File: config.mk
export PLATFORM = sky130hd
export DESIGN_NAME = booth_seq_divider
export DESIGN_NICKNAME = d
export VERILOG_FILES = /design/src/rtl/booth_seq_divider.sv
export SDC_FILE = /design/constraint.sdc
export NUM_CORES = 1
export LEC_CHECK = 0
export CORE_MARGIN = 2
export CORE_UTILIZATION = 35
export DETAILED_ROUTE_END_ITERATION = 8
export HOLD_SLACK_MARGIN = 0.12
export PLACE_DENSITY_LB_ADDON = 0.25
export SETUP_SLACK_MARGIN = 0.3
export SYNTH_ARGS = -nofsm -noshare
export SYNTH_HDL_FRONTEND = slang
export SYNTH_SLANG_ARGS = --single-unit
File: constraint.sdc
create_clock -name clk -period 2.3 [get_ports clk]
set_input_delay 0.23 -clock clk [delete_from_list [all_inputs] [get_ports clk]]
set_output_delay 0.23 -clock clk [all_outputs]
set_load 0.005 [all_outputs]
File: src/rtl/booth_seq_divider.sv
// Sequential signed divider: restoring shift-subtract on magnitudes, then a sign-fix cycle.
// Optional overflow flag for -MIN / -1 when BOOTH_DIV_OVF_FLAG_EN is defined.
module booth_seq_divider #(
  parameter int WIDTH = 8,
  parameter int CNT_W = 4
) (
  input  logic                    clk,
  input  logic                    rst,
  input  logic                    start,
  input  logic signed [WIDTH-1:0] dividend,
  input  logic signed [WIDTH-1:0] divisor,
  output logic                    busy,
  output logic                    done,
  output logic signed [WIDTH-1:0] quotient,
  output logic signed [WIDTH-1:0] remainder,
`ifdef BOOTH_DIV_OVF_FLAG_EN
  output logic                    ovf,
`endif
  output logic                    div_by_zero
);

  typedef enum logic [1:0] {S_IDLE, S_RUN, S_FIX, S_ZERO} state_t;

  state_t state, state_nxt;

  logic [WIDTH-1:0]        dvd_mag;
  logic [WIDTH-1:0]        dvs_mag;
  logic [WIDTH:0]          prem;
  logic [CNT_W-1:0]        count;
  logic                    sign_q;
  logic                    sign_r;
  logic signed [WIDTH-1:0] dvd_raw;
  logic [WIDTH+1:0]        trial;
  logic                    q_bit;
  logic                    last_iter;
  logic                    load_op;
  logic                    step;
`ifdef BOOTH_DIV_OVF_FLAG_EN
  logic                    ovf_hit;
`endif

  // |v| as unsigned; the most negative value maps onto its own bit pattern.
  function automatic logic [WIDTH-1:0] mag(input logic signed [WIDTH-1:0] v);
    logic [WIDTH-1:0] u;
    u = v;
    return v[WIDTH-1] ? (~u + WIDTH'(1)) : u;
  endfunction

  // Two's-complement negate on request, wrapping modulo 2**WIDTH.
  function automatic logic [WIDTH-1:0] apply_sign(input logic neg, input logic [WIDTH-1:0] m);
    return neg ? (~m + WIDTH'(1)) : m;
  endfunction

  // Trial subtraction of the divisor from the shifted partial remainder.
  always_comb begin
    trial     = {prem, dvd_mag[WIDTH-1]} - {2'b00, dvs_mag};
    q_bit     = ~trial[WIDTH+1];
    last_iter = (count == CNT_W'(WIDTH-1));
  end

  always_ff @(posedge clk or posedge rst) begin
    if (rst) state <= S_IDLE;
    else     state <= state_nxt;
  end

  always_comb begin
    state_nxt = state;
    case (state)
      S_IDLE:  if (start) state_nxt = (divisor == '0) ? S_ZERO : S_RUN;
      S_RUN:   if (last_iter) state_nxt = S_FIX;
      S_FIX:   state_nxt = S_IDLE;
      S_ZERO:  state_nxt = S_IDLE;
      default: state_nxt = S_IDLE;
    endcase
  end

  always_comb begin
    busy    = (state != S_IDLE);
    load_op = (state == S_IDLE) && start;
    step    = (state == S_RUN);
  end

  // Operand capture and iteration datapath.
  always_ff @(posedge clk or posedge rst) begin
    if (rst) begin
      dvd_mag <= '0;
      dvs_mag <= '0;
      prem    <= '0;
      count   <= '0;
      sign_q  <= 1'b0;
      sign_r  <= 1'b0;
      dvd_raw <= '0;
`ifdef BOOTH_DIV_OVF_FLAG_EN
      ovf_hit <= 1'b0;
`endif
    end else if (load_op) begin
      dvd_mag <= mag(dividend);
      dvs_mag <= mag(divisor);
      prem    <= '0;
      count   <= '0;
      sign_q  <= dividend[WIDTH-1] ^ divisor[WIDTH-1];
      sign_r  <= dividend[WIDTH-1];
      dvd_raw <= dividend;
`ifdef BOOTH_DIV_OVF_FLAG_EN
      ovf_hit <= (dividend == {1'b1, {(WIDTH-1){1'b0}}}) && (divisor == '1);
`endif
    end else if (step) begin
      prem    <= q_bit ? trial[WIDTH:0] : {prem[WIDTH-1:0], dvd_mag[WIDTH-1]};
      dvd_mag <= {dvd_mag[WIDTH-2:0], q_bit};
      count   <= count + 1'b1;
    end
  end

  // Result registers only move on the completing edge.
  always_ff @(posedge clk or posedge rst) begin
    if (rst) begin
      done        <= 1'b0;
      quotient    <= '0;
      remainder   <= '0;
      div_by_zero <= 1'b0;
`ifdef BOOTH_DIV_OVF_FLAG_EN
      ovf         <= 1'b0;
`endif
    end else begin
      done <= (state == S_FIX) || (state == S_ZERO);
      if (state == S_FIX) begin
        quotient    <= apply_sign(sign_q, dvd_mag);
        remainder   <= apply_sign(sign_r, prem[WIDTH-1:0]);
        div_by_zero <= 1'b0;
`ifdef BOOTH_DIV_OVF_FLAG_EN
        ovf         <= ovf_hit;
`endif
      end else if (state == S_ZERO) begin
        quotient    <= '1;
        remainder   <= dvd_raw;
        div_by_zero <= 1'b1;
`ifdef BOOTH_DIV_OVF_FLAG_EN
        ovf         <= 1'b0;
`endif
      end
    end
  end

endmodule

Word level (Yosys, flattened, before mapping)
Cells that the tools add are included.
- add/sub/neg operators: 6
- equal/unequal tests: 6
- mux-type cells: 21
- bitwise logic cells: 6
- reduce and logical (&&, ||, !) cells: 9
- operator list (operator ; count):
    8-bit 2-to-1 mux ; 10
    8-bit by 1-bit adder with 8-bit output, second input constant ; 4
    8-bit inverter ; 4
    9-bit 2-to-1 mux ; 3
    10-bit by 8-bit subtractor with 10-bit output ; 1
    8-bit logical NOT ; 1
    4-bit 2-to-1 mux ; 2
    2-bit 2-to-1 mux ; 3
    2-bit case mux with 3 select lines ; 1
    2-bit nonzero test ; 3
    4-bit by 1-bit adder with 4-bit output, second input constant ; 1
    2-bit equality test, second input constant ; 2
    4-bit by 3-bit equality test with 1-bit output, second input constant ; 1
    2-bit != test, second input constant ; 2
    2-bit by 1-bit equality test with 1-bit output, second input constant ; 1
    2-bit logical NOT ; 1
    1-bit 2-to-1 mux ; 2
    2-bit AND reduction ; 1
    2-bit OR reduction ; 1
    1-bit logical AND ; 1
    1-bit logical OR ; 1
    1-bit inverter ; 1
    1-bit XOR ; 1
- register bits: 59
- input port bits: 19
- output and inout port bits: 19
- logic and storage cells: 60

Longest topological paths before layout
Gate-level depths: netlist (run 1).
- word-level depth: 4
- depth in mapped cells: 10
- gate-level depth less buffers: 10

Worst setup path after synthesis (run 1)
No wires, ideal clock.
- kind: flip-flop to flip-flop
- start point: reg dvd_mag[7]
- end point: reg prem[8]
- setup time: 0.132 ns
- arrival time: 1.944 ns
- required time: 2.168 ns
- path slack: 0.224 ns
- cell stages (with the launch flop): 10
- path buffers: 0
- clock period less this slack: 2.076 ns
- cell sequence: dfrtp_1 -> inv_1 -> ha_1 -> inv_1 -> fa_1 -> a21o_1 -> a221oi_1 -> o21ai_0 -> a31oi_1 -> o211ai_1
- cells in the longest elaborated chain, start to end: 4
- ends and longest elaborated chain (item ; line ; text):
    start, declared ; 26 ; logic [WIDTH-1:0] dvd_mag;
    start signal, assigned ; 97 ; dvd_mag <= mag(dividend);
    start signal, assigned ; 109 ; dvd_mag <= {dvd_mag[WIDTH-2:0], q_bit};
    10-bit by 8-bit subtractor with 10-bit output ; 56 ; trial = {prem, dvd_mag[WIDTH-1]} - {2'b00, dvs_mag};
    9-bit 2-to-1 mux ; 108 ; prem <= q_bit ? trial[WIDTH:0] : {prem[WIDTH-1:0], dvd_mag[WIDTH-1]};
    9-bit 2-to-1 mux ; 107 ; end else if (step) begin
    9-bit 2-to-1 mux ; 96 ; end else if (load_op) begin
    end signal, assigned ; 108 ;
    end, declared ; 28 ; logic [WIDTH:0] prem;
Every way passes these cells. The select of a mux whose other input is x is not followed.
A chain may end at the register's enable or synchronous reset.

Worst setup path after layout (run 1)
- start point: reg dvs_mag[7]
- end point: reg prem[0]
- cells in the longest elaborated chain, start to end: 4
- ends and longest elaborated chain (item ; line ; text):
    start, declared ; 27 ; logic [WIDTH-1:0] dvs_mag;
    start signal, assigned ; 98 ; dvs_mag <= mag(divisor);
    10-bit by 8-bit subtractor with 10-bit output ; 56 ;
    9-bit 2-to-1 mux ; 108 ;
    9-bit 2-to-1 mux ; 107 ;
    9-bit 2-to-1 mux ; 96 ;
Every way passes these cells. The select of a mux whose other input is x is not followed.

==> results.md, run 1 <==
* Status: finished clean
* Avg Inst Size Synth at 8.91 um2
* Clock sink count at 58
* RSZ-0062 raised after global routing: yes
* Least-Margin Pin Slew at 0.594 ns
* Total wire length at 7640 um
* Seq/Total Area, Yosys at 43.2%
* Crit-path max FO at 5
* CP required at 2.59 ns
* Die W at 102 um
* Core Area at 9280 um2
* Area growth, synth to finish at 29.7%
* Clk slew on worst S/H paths at 0.07 ns
* Proportion of netlist area held by the largest area contributor at 43.2%
* Worst path slowest cell: dfrtp_1
* Synthesized Nets at 410
* GP Congestion at 0.803
* Pin count of the biggest net entering global routing at 59
* Crit path capture type: flip-flop
* Total GRT Usage at 16.2%
* HPWL after DPL at 5480 um
* Cts bufs inserted at 9
* Final Slew Violations at 0
* Met2 Track Usage GR at 24.8%
* PwrDens at 1580 nW/um2
* Leading area contributor after synthesis: dfrtp_1
* H-Tree Depth at 3
* Share of post-route cells with drive strength above 1 at 15.8%
* Top post-synthesis cells by area: dfrtp_1, nand2_1, o21ai_0, ha_1, xnor2_1
* Crit path launch: dvs_mag[7]
* IO Pins at 38
* Final routed DRC violation total at 0
* GR peak layer: met2
* First-pass DRT Iterations at 4
* RR Endpoint: prem[0]
* Synth Register Bits at 58
* Min-Delay Path Class: in2async
* Synthesized area at 3360 um2
* Final net count at 466
* Worst Clk Skew at 0.00745 ns
* Clk_lat worst skew at 0.34 ns
* Final Hold Vio Count at 0
* Hold buffer count at CTS at 0
* Crit share post-route at 90.3%
* Global-route track usage on met3 at 2.87%
* FFs w/ async S/R, synth at 100%
* Worst EP arrival at 2.36 ns
* Row cnt at 35
* GR Overflow Total at 0
* Vias in the first global route at 2,646
* Antenna fix cells at 0
* Synth cell types at 45
* Final setup TNS at 0 ns
* Die extent in y at 102 um
* Initial antenna violation count at 0
* Crit Path Class: reg2reg
* First-pass GRT wire length at 12,900 um
* Prevailing post-synth register cell: dfrtp_1
* Leakage power at 1.94 nW
* CP startpoint kind: flip-flop
* R2R Path Start: dvs_mag[7]
* Number of synthesized flops with an enable pin at 0
* Root buffer cell: clkbuf_8
* Max IR drop VDD at 0.000514 V
* Detail Route Antenna Nets at 0
* Worst Reg-to-Reg Cells at 9
* # port buffers at 37
* Placed cell areas at 4000 um2
* Post-Layout Inst Area at 4360 um2
* Violation count after the first detailed-routing iteration at 105
* Reg2Reg Setup Slack at 0.22 ns
* CTS tree: yes
* Hold_ws at 0.255 ns
* Via count at 2,705
* Peak Freq at 0.481 GHz
* Max stage delay on crit path at 0.37 ns
* YS warnings at 0
* CTS max path bufs at 2
* Via/cell ratio at 4.77
* Post-Synthesis Cells at 377
* Crit path to: prem[0]
* Final setup violation count at 0
* Starting Density at 36.2%
* Die area at 10,400 um2
* Slew HR at 60.4%
* CP cell instances: inv_2 > ha_4 > a211o_1 > a211oi_2 > a21boi_4 > buf_12 > xnor2_4 > mux2i_1 > a21o_1
* Crit path time final at 2.08 ns
* Max-cap violations at 0
* M1 GR Usage at 22.5%
* DR WL/cell at 13.5 um
## state kept, by name, indices dropped and copies added (netlist names), 2 cells and up
signal and flops:
state 2, dvd_mag 8, dvd_raw 7, remainder 8, prem 9, dvs_mag 8
count 4, quotient 8
## kinds of logic (layout without fill, tap and decap cells)
| family | after synthesis | count (layout) | share of synthesized area [%] |
|---|---|---|---|
| compound gates | 81 | 81 | 14.7 |
| xor+xnor | 28 | 29 | 7.53 |
| fa+ha+maj | 14 | 14 | 5.44 |
| buf+inv | 41 | 101 | 5.10 |
| flops | 58 | 58 | 43.2 |
| mux | 20 | 20 | 6.26 |
| simple gates | 135 | 135 | 17.7 |
## cell usage after synthesis (2+ instances only)
master / n
nand2_1: 67
dfrtp_1: 58
o21ai_0: 34
nor2_1: 26
inv_1: 19
a21oi_1: 16
clkbuf_1: 15
xnor2_1: 14
ha_1: 13
xor2_1: 13
mux2i_1: 12
nand3_1: 10
mux2_2: 8
nand2b_1: 7
nor3_1: 7
a31oi_1: 5
nor2b_1: 5
o31ai_1: 5
or3_1: 5
a21o_1: 4
and3_1: 4
buf_1: 3
buf_2: 2
buf_6: 2
o211ai_1: 2
o22ai_1: 2
## power breakdown
part	leakage, nW	switching (W)	internal (W)
logic	1.14	0.00194	0.00209
registers	0.697	0.000397	0.00150
clock network	0.101	0.000403	0.000559
## per-layer routing
layer | part of all wire (%) | up-vias
li1 | - | 1397
met1 | 49 | 1257
met2 | 45 | 46
met3 | 4.6 | 5
met4 | 1.0 | 0
met5 | 0 | -
## critical path: cells and delay by family, from the launching register on
| kind | cells | cell delay, ns |
|---|---|---|
| xor+xnor | 1 | 0.13 |
| mux | 1 | 0.25 |
| fa+ha+maj | 1 | 0.22 |
| flops | 1 | 0.37 |
| compound gates | 4 | 0.84 |
| buf+inv | 2 | 0.22 |
## through the flow
stage	total power, W	std cells	setup slack (ns)	utilization [%]
after CTS	0.00691	565	0.216	46.7
after detailed placement	0.00548	541	0.0567	43.0
after global routing	0.00751	567	0.129	46.9
after floorplan	0.00442	377	0.307	-
final	0.00689	567	0.222	46.9
after global placement	0.00541	541	0.0859	43.0
## what timing repair did
action | CTS | global route
pin swaps | 10 | 3
gates cloned | 1 | 0
setup endpoints to repair | 10 | 10
gates resized for setup | 19 | 1
setup buffers | 7 | 2
## how the worst min path moves through the flow
stage / start / endpoint / slack, ns / cells past startpoint
finish: rst / quotient[4] / 0.26 / 3
global route: rst / quotient[5] / 0.31 / 3
CTS: rst / quotient[4] / 0.28 / 3
detailed placement: dvd_raw[0] / dvd_raw[0] / 0.47 / 2
global placement: dvd_raw[2] / dvd_raw[2] / 0.46 / 2
floorplan: dividend[2] / dvd_raw[2] / 0.34 / 2
## cells in the final DEF, fill, tap and decap left out, types with 8 or more instances in the layout
cell / count
a21oi_1: 16
buf_4: 27
clkbuf_8: 11
clkdlybuf4s50_1: 37
dfrtp_1: 58
ha_1: 8
inv_1: 14
mux2_2: 8
mux2i_1: 12
nand2_1: 67
nand3_1: 10
nor2_1: 26
o21ai_0: 27
xnor2_1: 14
xor2_1: 13
## cell type report
cell class,instances,area (um2)
repair buffers,66,613
well taps,129,161
flip-flops and latches,58,1450
fillers,898,4930
multi-input cells,279,1860
clock buffers,14,163
inverters,19,71.3
clock inverters,2,35.0
(Power assumes the default switching activity.)
==> run 2: changes to the inputs <==
CAP_MARGIN = 20   (was not set)
==> results of run 2 <==
The final DEF is identical to that of run 1; final timing and power are the same.
==> run 3: changes to the inputs <==
SLEW_MARGIN = 0   (was not set)
==> results of run 3 <==
The final DEF is identical to that of run 1; final timing and power are the same.
